===== src/rtl/cic_comb_decimator.sv =====
// CIC decimator back end: keeps every R-th integrator sample and runs it through N comb stages.
// Optional macro CIC_COMB_ROUND_EN adds a round-half-up/saturate output stage (latency N+2).
module cic_comb_decimator #(
  parameter int DATA_WIDTH_INP = 16,
  parameter int DATA_WIDTH_OUT = 16,
  parameter int DECIMATION     = 4,
  parameter int STAGES         = 3,
  parameter int DIFF_DELAY     = 1
) (
  input  logic                             clk,
  input  logic                             reset,
  input  logic signed [DATA_WIDTH_INP-1:0] inp_samp_data,
  input  logic                             inp_samp_str,
  output logic signed [DATA_WIDTH_OUT-1:0] out_samp_data,
  output logic                             out_samp_str
);

  localparam int CNT_W = (DECIMATION > 1) ? $clog2(DECIMATION) : 1;
  localparam logic [CNT_W-1:0] LAST_PHASE = CNT_W'(DECIMATION - 1);
  localparam int SHIFT = DATA_WIDTH_INP - DATA_WIDTH_OUT;

  logic [CNT_W-1:0]                 phase;
  logic signed [DATA_WIDTH_INP-1:0] dec_data;
  logic                             dec_str;

  always_ff @(posedge clk) begin
    if (reset) begin
      phase    <= '0;
      dec_data <= '0;
      dec_str  <= 1'b0;
    end else begin
      // NOTE: sequential state uses non-blocking assignments so every register samples pre-edge values.
      dec_str <= 1'b0;
      if (inp_samp_str) begin
        if (phase == LAST_PHASE) begin
          phase    <= '0;
          dec_data <= inp_samp_data;
          dec_str  <= 1'b1;
        end else begin
          phase <= phase + CNT_W'(1);
        end
      end
    end
  end

  logic signed [DATA_WIDTH_INP-1:0] comb_data     [STAGES];
  logic                             comb_str      [STAGES];
  logic signed [DATA_WIDTH_INP-1:0] dly           [STAGES][DIFF_DELAY];
  logic signed [DATA_WIDTH_INP-1:0] stage_in_data [STAGES];
  logic                             stage_in_str  [STAGES];

  always_comb begin
    // NOTE: every element is assigned on every evaluation, so no latch can be inferred.
    stage_in_data[0] = dec_data;
    stage_in_str[0]  = dec_str;
    for (int k = 1; k < STAGES; k++) begin
      stage_in_data[k] = comb_data[k-1];
      stage_in_str[k]  = comb_str[k-1];
    end
  end

  always_ff @(posedge clk) begin
    if (reset) begin
      // NOTE: the delay lines are reset as well; the first M outputs of each stage rely on a zero history.
      for (int k = 0; k < STAGES; k++) begin
        comb_data[k] <= '0;
        comb_str[k]  <= 1'b0;
        for (int m = 0; m < DIFF_DELAY; m++) dly[k][m] <= '0;
      end
    end else begin
      for (int k = 0; k < STAGES; k++) begin
        comb_str[k] <= stage_in_str[k];
        if (stage_in_str[k]) begin
          // Modular subtraction: wrap-around is what keeps the integrator/comb pair exact.
          comb_data[k] <= stage_in_data[k] - dly[k][DIFF_DELAY-1];
          dly[k][0]    <= stage_in_data[k];
          for (int m = 1; m < DIFF_DELAY; m++) dly[k][m] <= dly[k][m-1];
        end
      end
    end
  end

  logic signed [DATA_WIDTH_INP-1:0] comb_last;
  logic                             comb_last_str;

  assign comb_last     = comb_data[STAGES-1];
  assign comb_last_str = comb_str[STAGES-1];

`ifdef CIC_COMB_ROUND_EN
  logic signed [DATA_WIDTH_OUT-1:0] rounded;
  logic signed [DATA_WIDTH_OUT-1:0] rnd_data;
  logic                             rnd_str;

  if (SHIFT == 0) begin : g_pass
    assign rounded = comb_last;
  end else begin : g_round
    localparam logic [DATA_WIDTH_INP-1:0] HALF = DATA_WIDTH_INP'(1) << (SHIFT - 1);
    logic [DATA_WIDTH_INP-1:0] sum;
    logic                      unused_sum_lsbs;

    assign sum             = comb_last + HALF;
    assign unused_sum_lsbs = ^sum[SHIFT-1:0];
    // Only a non-negative value can carry into the sign bit; clamp it to the largest positive code.
    assign rounded = (!comb_last[DATA_WIDTH_INP-1] && sum[DATA_WIDTH_INP-1])
                   ? {1'b0, {(DATA_WIDTH_OUT-1){1'b1}}}
                   : sum[DATA_WIDTH_INP-1 -: DATA_WIDTH_OUT];
  end

  always_ff @(posedge clk) begin
    if (reset) begin
      rnd_data      <= '0;
      rnd_str       <= 1'b0;
      out_samp_data <= '0;
      out_samp_str  <= 1'b0;
    end else begin
      rnd_str      <= comb_last_str;
      out_samp_str <= rnd_str;
      if (comb_last_str) rnd_data <= rounded;
      if (rnd_str) out_samp_data <= rnd_data;
    end
  end
`else
  if (SHIFT > 0) begin : g_trunc
    logic unused_lsbs;
    assign unused_lsbs = ^comb_last[SHIFT-1:0];
  end

  always_ff @(posedge clk) begin
    if (reset) begin
      out_samp_data <= '0;
      out_samp_str  <= 1'b0;
    end else begin
      out_samp_str <= comb_last_str;
      if (comb_last_str) out_samp_data <= comb_last[DATA_WIDTH_INP-1 -: DATA_WIDTH_OUT];
    end
  end
`endif

endmodule


===== config.mk =====
export PLATFORM = sky130hd
export DESIGN_NAME = cic_comb_decimator
export DESIGN_NICKNAME = d
export VERILOG_FILES = /design/src/rtl/cic_comb_decimator.sv
export SDC_FILE = /design/constraint.sdc
export NUM_CORES = 1
export LEC_CHECK = 0
export CELL_PAD_IN_SITES_DETAIL_PLACEMENT = 1
export CELL_PAD_IN_SITES_GLOBAL_PLACEMENT = 2
export CORE_MARGIN = 2
export CORE_UTILIZATION = 44
export DETAILED_ROUTE_END_ITERATION = 7
export MAX_ROUTING_LAYER = met4
export PLACE_DENSITY = 0.89
export SETUP_SLACK_MARGIN = 0.5
export SYNTH_ARGS = -nofsm -noshare
export SYNTH_HDL_FRONTEND = slang
export SYNTH_SLANG_ARGS = --single-unit

===== constraint.sdc =====
create_clock -name clk -period 3.8 [get_ports clk]
set_input_delay 0.76 -clock clk [delete_from_list [all_inputs] [get_ports clk]]
set_output_delay 0.76 -clock clk [all_outputs]
set_load 0.02 [all_outputs]

* After elaboration in Yosys (flattened, before gate mapping) *
Memories as Yosys holds them, arrays and structs flattened. A register that Yosys moved wholly into a read port is not among the register bits.
Index checks and enable logic that the tools add are counted.
W data, S select, Z words.

storage, ports and cells
  output and inout bits = 17
  bits in registers = 20
  memories = 3
  logic and storage cells = 47
  input port bits = 19
  memory bits (writable) = 99

memories
  memory     words  width  read ports  clocked after Yosys merged registers in  write ports  RTL line  text
  comb_data  3      16     3           1                                        3            46        logic signed [DATA_WIDTH_INP-1:0] comb_data [STAGES];
  dly        3      16     3           0                                        3            48        logic signed [DATA_WIDTH_INP-1:0] dly [STAGES][DIFF_DELAY];
  comb_str   3      1      3           0                                        3            47        logic comb_str [STAGES];

operators by class
  eq/ne operators = 1
  bitwise logic cells = 10
  reduce and logical (&&, ||, !) cells = 2
  mux-type cells = 23
  $add $sub $neg = 4

operators by type and width
  cell                   number
  $mux W16               6
  $sub A16 B16 Y16       3
  $mux W1                16
  $or A1 B1 Y1           9
  $add A2 B1 Y2 const B  1
  $eq A2 B2 Y1 const B   1
  $mux W2                1
  $reduce_and A2 Y1      1
  $reduce_or A2 Y1       1
  $not A1 Y1             1

* Depth between registers and ports, before layout *
  depth after elaboration = 4
  mapped depth = 9
  mapped depth without buffers = 9

* Least setup slack after synthesis *
OpenSTA, ideal clock, no wires.

  path type = input to register
  start = input port reset
  end = memory comb_data[1][0] (enable)
  required time = 3425 ps
  arrival = 1791 ps
  setup time = 375 ps
  buffers on the path = 2
  stages on the path = 3
  slack = 1634 ps
  cells stage by stage = clkbuf_1 -> clkbuf_1 -> or2_2

RTL lines
  what                RTL line  text
  start: declaration  11        input logic reset,
  end: declaration    46

==> impl_results.md <==
* DRT Pass-1 Iters at 4
* Cts hold-fix bufs at 0
* Post-Place Setup Slack at around 1.1 ns
* CP max FO at 4
* Vias per Instance at between 5 and 6
* Critical Path Source Type: flop
* Synthesized netlist cell count at about 640
* Final Skew at between 0.006 and 0.007 ns
* Post-synth EDFFs at 96
* Max-slew violations at 0
* Fmax at slightly below 0.4 GHz
* WP data arrival at about 2.8 ns
* Routability Congestion at ~0.88
* Antenna viol nets, final at 0
* Area occupied by multi-input gates at 0.00301 mm²
* Total CTS buffers at 17
* Final #Nets at approximately 750
* Post_cts resized at 0
* CTS root buf: clkbuf_16
* Synthesized area at 0.00695 mm²
* Final WS setup at between 1 and 1.5 ns
* Placeable Area at between 0.015 and 0.02 mm²
* WL per Instance at 15.8 µm
* Register-to-register setup slack at 1.20 ns
* Hold Violations, Final at 0
* Hold WC Path Type: flop to flop
* H-tree levels at 4
* Async SR Flop Fraction at 0%
* Register area at ~0.0037 mm²
* First-pass GRT wire length at around 24000 µm
* Vias at between 4000 and 5000
* RSZ-0062 raised after global routing: false
* Fillcell total at around 1700
* PwrDens at 449 mW/mm²
* Post-CTS Setup Inserts at 0
* Initial Util at around 45%
* Yosys cell types at 50
* Die Height at 130 µm
* Fin crit period at about 2.6 ns
* Max-cap viol count at 0
* Crit end category: flop
* Num rows at 45
* Iter 0 DRT Violations at 171
* Leak Pwr at ~0.0032 µW
* Most frequent cells in the layout: edfxtp_1, nor2_1, inv_1
* Area growth syn-to-layout at 17.1%
* CTS max path bufs at 2
* Ys flop type: edfxtp_1
* GR Overflow Total at 0
* Worst path required time at ~4 ns
* Clock sinks at 135
* Total negative slack at 0 ns
* CTS tree: built
* Yosys reg bits at roughly 140
* Critical path class: flop to flop
* Worst vdd ir at 0.321 mV
* Final setup viols at 0
* Vias in the first global route at around 5100
* PortBufs at 35
* Synthesized Nets at between 700 and 800
* Worst Tran Pin Value at 0.971 ns
* Skew-Pair Late Insertion Delay at 0.42 ns
* WL final at 14200 µm
* Tot Pwr at 3660 µW
* Slew HR at approximately a third
* Clock-pin slew on the worst setup and hold paths at around 0.050 ns
* Share of cells above drive strength 1 at ~7.2%
* Ys Warns at 0
* Die Area at ~0.017 mm²
* # IOs at 36
* Largest net degree at the start of global routing at 43
* Die W at around 130 µm
* # DRC at 0
* Initial antenna violation count at 0
* Antenna cells at 0
* Sequential element share of the synthesized area at a little over half
* Status: complete, no violations
* Commonest non-fill, non-tap cell in the layout: edfxtp_1
* Total track usage at between 10% and 20%
* Avg Inst Size Synth at approximately 11 µm²
* Fin crit share at between 60% and 70%
* Detailed Place HPWL at 10100 µm
==> cell usage after synthesis, types with 4 or more instances <==
| cell type | number | area (µm²) |
|---|---|---|
| a211oi_1 | 4 | 30.0 |
| a21o_1 | 10 | 75.1 |
| a21oi_1 | 26 | 130 |
| a21oi_2 | 5 | 43.8 |
| a22o_1 | 16 | 140 |
| a31oi_1 | 5 | 31.3 |
| and2_1 | 44 | 275 |
| clkbuf_1 | 18 | 67.6 |
| dfxtp_1 | 39 | 781 |
| edfxtp_1 | 96 | 2880 |
| ha_1 | 46 | 576 |
| inv_1 | 53 | 199 |
| mux2i_1 | 19 | 190 |
| nand2_1 | 26 | 97.6 |
| nand2b_1 | 8 | 50.1 |
| nand3_1 | 14 | 70.1 |
| nor2_1 | 67 | 251 |
| nor2b_1 | 14 | 87.6 |
| nor3_1 | 16 | 80.1 |
| nor3b_1 | 5 | 37.5 |
| o211ai_1 | 8 | 60.1 |
| o21a_1 | 8 | 60.1 |
| o21ai_0 | 18 | 90.1 |
| or3_1 | 5 | 31.3 |
| xnor2_1 | 18 | 158 |
| xor2_1 | 12 | 105 |
==> worst paths after layout <==
kind | startpoint | to | cells after the start
worst max-delay path | dec_data[0] | comb_data[0][12] | 9
worst min-delay path | comb_str[0][0] | comb_str[0][1] | 1
worst max register to register | dec_data[0] | comb_data[0][12] | 9
worst min register to register | comb_str[0][0] | comb_str[0][1] | 1
==> worst max-delay path: stages (launching register included) <==
cell and delay, ns:
dfxtp_1 0.34, inv_1 0.06, ha_1 0.23, fa_1 0.40, nor2b_1 0.23, o211ai_1 0.17, a31oi_1 0.47, a311oi_1 0.20
xor2_1 0.16, nor2_1 0.05
==> flip-flops by register name, summed over array words and instances, names as in the netlist <==
register	flops
dec_str	1
dec_data	16
dly	48
phase	2
comb_data	48
out_samp_data	16
out_samp_str	1
comb_str	3
==> cell families (layout without fill, tap and decap cells) <==
logic type | Yosys count | count (layout) | share of synthesized area [%]
and+or+nand+nor | 208 | 208 | 14.9
DFF | 135 | 135 | 52.7
AOI/OAI and AO/OA | 124 | 124 | 12.7
buffers and inverters | 74 | 125 | 4.05
adders and majority gates | 49 | 49 | 9.14
xor gates and xnor gates | 30 | 30 | 3.78
muxes | 19 | 19 | 2.74
==> power breakdown <==
group | internal, µW | leakage, µW | switching (µW)
clock network | 1120 | 0.000308 | 598
logic | 127 | 0.00159 | 181
registers | 1620 | 0.00131 | 18.8
total | 2860 | 0.00320 | 797
==> final cells by class <==
class / count / area share, %
flip-flops and latches: 135 / 45.0
multi-input cells: 430 / 37.0
clock buffers: 25 / 6.21
repair buffers: 40 / 4.76
well taps: 211 / 3.24
inverters: 53 / 2.44
clock inverters: 7 / 1.41
==> metal layers <==
metal,global-route usage (%),part of all wire (%)
met5,-,0
met4,8.41,2.5
met3,4.39,2.9
met2,35.1,54
met1,19.5,41
==> through the flow <==
| step | cells | cell area [µm²] | hold slack [ns] | utilization (%) |
|---|---|---|---|---|
| 4_1_cts | 901 | 8150 | 0.478 | 53.2 |
| 2_1_floorplan | 639 | 6950 | 0.449 | - |
| 3_3_place_gp | 869 | 7520 | 0.460 | 49.1 |
| 6_report | 901 | 8150 | 0.479 | 53.2 |
| 5_1_grt | 901 | 8150 | 0.495 | 53.2 |
| 3_5_place_dp | 869 | 7520 | 0.467 | 49.1 |
(Power assumes the default switching activity.)
